File: src/rtl/flex_down_counter_if.sv
// Control/status bundle for the loadable down-counter.
// Latency: pure wiring, none.
// Backpressure: none; the counter samples its controls every cycle.
interface flex_down_counter_if #(
  parameter int NUM_CNT_BITS = 4
) ();
  logic                    clear;
  logic                    load;
  logic [NUM_CNT_BITS-1:0] load_val;
  logic                    count_enable;
  logic                    auto_reload;
  logic [NUM_CNT_BITS-1:0] count_out;
  logic                    expire_pulse;
  logic                    busy;
  logic                    zero_flag;

  // Controller side: drives the controls, observes count and status.
  modport master (
    output clear, load, load_val, count_enable, auto_reload,
    input  count_out, expire_pulse, busy, zero_flag
  );

  // Counter side.
  modport slave (
    input  clear, load, load_val, count_enable, auto_reload,
    output count_out, expire_pulse, busy, zero_flag
  );
endinterface

File: src/rtl/flex_down_counter.sv
// Loadable down-counter/timer with one-shot and periodic (auto-reload) modes.
// Latency: count and expire pulse update one clk edge after the qualifying input.
// Backpressure: none; clear > load > decrement are applied every cycle.
module flex_down_counter #(
  parameter int NUM_CNT_BITS = 4
) (
  input logic                clk,
  input logic                rst,
  flex_down_counter_if.slave bus
);

  typedef enum logic [1:0] {
    IDLE    = 2'd0,
    RUN     = 2'd1,
    EXPIRED = 2'd2
  } state_t;

  localparam logic [NUM_CNT_BITS-1:0] CNT_ZERO = '0;
  localparam logic [NUM_CNT_BITS-1:0] CNT_ONE  = {{(NUM_CNT_BITS-1){1'b0}}, 1'b1};

  state_t                  state, state_nxt;
  logic [NUM_CNT_BITS-1:0] count, count_nxt;
  logic [NUM_CNT_BITS-1:0] reload_reg, reload_nxt;
  logic                    pulse, pulse_nxt;

  // State, count, reload value and the expiry pulse all live in one register bank.
  always_ff @(posedge clk or posedge rst) begin
    if (rst) begin
      state      <= IDLE;
      count      <= CNT_ZERO;
      reload_reg <= CNT_ZERO;
      pulse      <= 1'b0;
    end else begin
      state      <= state_nxt;
      count      <= count_nxt;
      reload_reg <= reload_nxt;
      pulse      <= pulse_nxt;
    end
  end

  // Next-state logic: clear beats load beats decrement; the pulse is only
  // raised when a RUN count of 1 is consumed without a competing load/clear.
  always_comb begin
    state_nxt  = state;
    count_nxt  = count;
    reload_nxt = reload_reg;
    pulse_nxt  = 1'b0;

    if (bus.clear) begin
      // reload_reg deliberately survives a clear.
      state_nxt = IDLE;
      count_nxt = CNT_ZERO;
    end else if (bus.load) begin
      count_nxt  = bus.load_val;
      reload_nxt = bus.load_val;
      // A zero load has nothing to count, so park in IDLE instead of RUN.
      state_nxt  = (bus.load_val != CNT_ZERO) ? RUN : IDLE;
    end else if (state == RUN && bus.count_enable) begin
      if (count > CNT_ONE) begin
        count_nxt = count - CNT_ONE;
      end else if (count == CNT_ONE) begin
        pulse_nxt = 1'b1;
        if (bus.auto_reload) begin
          // Jump straight from 1 to the reload value so 0 is never shown.
          count_nxt = reload_reg;
        end else begin
          count_nxt = CNT_ZERO;
          state_nxt = EXPIRED;
        end
      end
    end
  end

  assign bus.count_out    = count;
  assign bus.expire_pulse = pulse;
  assign bus.busy         = (state == RUN);
  assign bus.zero_flag    = (count == CNT_ZERO);

endmodule

File: src/flat_wrapper.sv
// flat-port wrapper written by rule: the top's interface ports become plain ports
module flex_down_counter_flat 
#(
  parameter int NUM_CNT_BITS = 4
)
  (clk, rst, bus_clear, bus_load, bus_load_val, bus_count_enable, bus_auto_reload, bus_count_out, bus_expire_pulse, bus_busy, bus_zero_flag);
  flex_down_counter_if #(.NUM_CNT_BITS(NUM_CNT_BITS)) bus_i ();
  input logic clk;
  input logic rst;
  input wire logic [$bits(bus_i.clear)-1:0] bus_clear;
  input wire logic [$bits(bus_i.load)-1:0] bus_load;
  input wire logic [$bits(bus_i.load_val)-1:0] bus_load_val;
  input wire logic [$bits(bus_i.count_enable)-1:0] bus_count_enable;
  input wire logic [$bits(bus_i.auto_reload)-1:0] bus_auto_reload;
  output wire logic [$bits(bus_i.count_out)-1:0] bus_count_out;
  output wire logic [$bits(bus_i.expire_pulse)-1:0] bus_expire_pulse;
  output wire logic [$bits(bus_i.busy)-1:0] bus_busy;
  output wire logic [$bits(bus_i.zero_flag)-1:0] bus_zero_flag;
  assign bus_i.clear = bus_clear;
  assign bus_i.load = bus_load;
  assign bus_i.load_val = bus_load_val;
  assign bus_i.count_enable = bus_count_enable;
  assign bus_i.auto_reload = bus_auto_reload;
  assign bus_count_out = bus_i.count_out;
  assign bus_expire_pulse = bus_i.expire_pulse;
  assign bus_busy = bus_i.busy;
  assign bus_zero_flag = bus_i.zero_flag;
  flex_down_counter #(.NUM_CNT_BITS(NUM_CNT_BITS)) u_core (.clk(clk), .rst(rst), .bus(bus_i));
endmodule
File: config.mk
export PLATFORM = sky130hd
export DESIGN_NAME = flex_down_counter_flat
export DESIGN_NICKNAME = d
export VERILOG_FILES = /design/src/rtl/flex_down_counter_if.sv /design/src/rtl/flex_down_counter.sv /design/src/flat_wrapper.sv
export SDC_FILE = /design/constraint.sdc
export NUM_CORES = 1
export LEC_CHECK = 0
export CORE_MARGIN = 1
export CORE_UTILIZATION = 45
export CTS_BUF_LIST = sky130_fd_sc_hd__clkbuf_2 sky130_fd_sc_hd__clkbuf_4 sky130_fd_sc_hd__clkbuf_8
export CTS_CLUSTER_SIZE = 8
export DETAILED_ROUTE_END_ITERATION = 7
export MAX_ROUTING_LAYER = met4
export PLACE_DENSITY = 0.84
export SLEW_MARGIN = 20
export SYNTH_ARGS = -nofsm -noshare
export SYNTH_HDL_FRONTEND = slang
export SYNTH_SLANG_ARGS = --single-unit
export TNS_END_PERCENT = 5
File: constraint.sdc
create_clock -name clk -period 2.4 [get_ports clk]
set_input_delay 0.6 -clock clk [delete_from_list [all_inputs] [get_ports clk]]
set_output_delay 0.6 -clock clk [all_outputs]
set_load 0.02 [all_outputs]
==> flow_metrics.py <==
metrics = {
    "worst_setup_path": {
        "crit_path_start_kind": "flip-flop",
        "cp_num_buf_inv": 1,
        "worstPathMaxFanout": 8,
        "cp-end-kind": "output port",
        "crit_type": "flip-flop to output port",
        "reg2regPathDepth": 6,
        "crit_slowest_cell": "clkdlybuf4s50_1",
        "critical_path_required_ns": 1.80,
        "cpPeakStageDelay_ns": 0.59,
        "cp_top_family": "buffers and inverters",
        "critical_path.cell_chain": "nor2_2, and2_1, clkdlybuf4s50_1",
        "crit_arrival_ns": 1.72,
        "crit_cells": 3,
    },
    "cts": {
        "clkTransAtPathRegs_ns": 0.08,
        "cts_buffer_depth": 2,
        "post_cts_resized": 0,
        "cts-root-buf": "clkbuf_4",
        "postCtsSetupBuffers": 0,
        "cts_tree": "built",
        "cts_num_sinks": 11,
        "clk_latency_ns": 0.27,
        "cts_buffers": 3,
        "hold_buffers": 0,
        "h-tree-depth": 1,
    },
    "yosys": {
        "ys.flop_type": "dfrtp_1",
        "synth_nets": 83,
        "synth_edf_count": 0,
        "yosys.area.top_type_share_pct": 43.4,
        "ys_ff_latch": 11,
        "synthTopCellsByArea": "dfrtp_1 (43%), ha_1 (5.9%), inv_1 (4.7%), nand2_1 (4.7%), a21oi_1 (3.9%)",
        "synth_warnings": 0,
        "yosysTopAreaCell": "dfrtp_1",
        "synthCells": 70,
        "synth_seq_area_share_pct": 43.4,
        "netlist-cell-type-count": 24,
        "synthArstFlopShare_pct": 100,
        "yosys-top-cells-count": "dfrtp_1 (11), inv_1 (8), nand2_1 (8)",
        "syn_area_sq_um": 634,
        "postSynthAreaPerCell_sq_um": 9.06,
        "yosysMostFrequentCell": "dfrtp_1",
    },
    "placement": {
        "dp_slack_ns": 0.261,
        "portBuffers": 16,
        "dpl.hpwl_mm": 1.05,
        "gp_congestion": 0.828,
        "dp_cells": 101,
    },
    "detailed_routing": {
        "viasPerCell": 5.46,
        "route.detailed.drc": 0,
        "post_drt_wl_per_cell_um": 13.2,
        "totalWireLength_mm": 1.39,
        "ant_nets": 0,
        "first_pass_iters": 4,
        "vias": 573,
        "drtIter0Drc": 13,
    },
    "grt": {
        "grt-ovfl-total": 0,
        "antenna_found_initial": 0,
        "grt_pass1_wl_mm": 2.27,
        "grt_pass1_vias": 553,
        "grt_use_total_pct": 22.8,
        "grt_max_degree": 12,
    },
    "power": {
        "ir_worst_vdd_uv": 442,
        "finalPower_uw": 539,
        "p_leak_nw": 0.371,
        "power_per_cell_area_nw_per_um2": 635,
    },
    "sta": {
        "slew_viol_final": 0,
        "slew_headroom_pct": 71.7,
        "fin_hold_ws_ns": 0.524,
        "fin_ws_ns": 0.0838,
        "fin_skew_ns": 0.0116,
        "rsz0062_at_grt": "false",
        "final_hold_viol_count": 0,
        "tns_ns": 0,
        "worst_pin_slew_ns": 0.424,
        "fmax_mhz": 432,
        "fin_crit_sh_pct": 96.5,
        "setup_viol": 0,
        "finalCriticalPeriod_ns": 2.32,
    },
    "layout": {
        "antennaDiodeCount": 0,
        "area_growth_pct": 33.7,
        "finalNonFillerCells": 105,
        "fin_nets": 104,
        "drive_gt1_share_pct": 12.2,
    },
    "die": {
        "start_util_pct": 48.7,
        "ios": 17,
        "die_width_um": 39.5,
        "core_sq_um": 1300,
        "rows": 13,
        "dieArea_sq_um": 1560,
        "die_h_um": 39.5,
    },
    "outcome": {
        "status": "completed",
    },
    "min_path": {
        "hold_depth": 1,
        "holdCritPathClass": "flip-flop to flip-flop",
    },
    "flow_run": {
        "drv_cap": 0,
    },
}
routing by layer:
metal	GRT usage, %	share of wire (%)
met1	27.4	45
met2	37.3	51
met3	3.41	3.1
met4	10.3	0.86
met5	-	0
logic make-up (layout without fill, tap and decap cells):
kind of cell    after synthesis  count (layout)  share of synthesized area, %
buf+inv                       9              29                          5.52
mux                           2               2                          3.55
fa+ha+maj                     3               3                          5.92
compound gates               21              21                          23.1
flops                        11              11                          43.4
simple gates                 24              24                          18.5
through the flow:
| step | cell area, sq um | utilization [%] |
|---|---|---|
| detailed placement | 816 | 62.7 |
| global placement | 816 | 62.7 |
| floorplan | 634 | - |
| global route | 848 | 65.2 |
| finish | 848 | 65.2 |
| CTS | 846 | 65.0 |
power by group:
| group | total [mW] | internal (mW) | leakage (nW) | switching, mW |
|---|---|---|---|---|
| registers | 0.226 | 0.206 | 0.139 | 0.0203 |
| clock network | 0.137 | 0.0755 | 0.0184 | 0.0616 |
| logic | 0.176 | 0.0842 | 0.213 | 0.0917 |
cells in the final DEF, fill, tap and decap left out, types with 3 or more instances in the layout:
cell type | Yosys | routed
nor2_1 | 6 | 5
clkdlybuf4s50_1 | 0 | 16
nor2b_1 | 3 | 3
inv_1 | 8 | 8
dfrtp_1 | 11 | 11
a21oi_1 | 5 | 5
nand2_1 | 8 | 8
ha_1 | 3 | 3
o21ai_0 | 3 | 3
clkbuf_4 | 0 | 4
area by class of cell:
| cell class | instances | area, sq um |
|---|---|---|
| Clock buffer | 4 | 30.0 |
| Inverter | 8 | 30.0 |
| Sequential cell | 11 | 275 |
| Fill cell | 118 | 453 |
| Timing Repair Buffer | 17 | 168 |
| Tap cell | 15 | 18.8 |
| Multi-Input combinational cell | 50 | 327 |
path summary, 6_finish.rpt:
path	start	to	slack (ns)
worst max register to register	u_core.bus.count_out[0]	u_core.bus.count_out[2]	0.39
min in group asynchronous	rst	u_core.state[0]	0.61
worst min-delay path	u_core.state[1]	u_core.state[1]	0.52
worst min register to register	u_core.state[1]	u_core.state[1]	0.52
worst max-delay path	u_core.bus.count_out[2]	bus_zero_flag	0.08
max in group asynchronous	rst	u_core.bus.count_out[1]	1.48
Note: power is estimated with default switching activity, not from simulation.
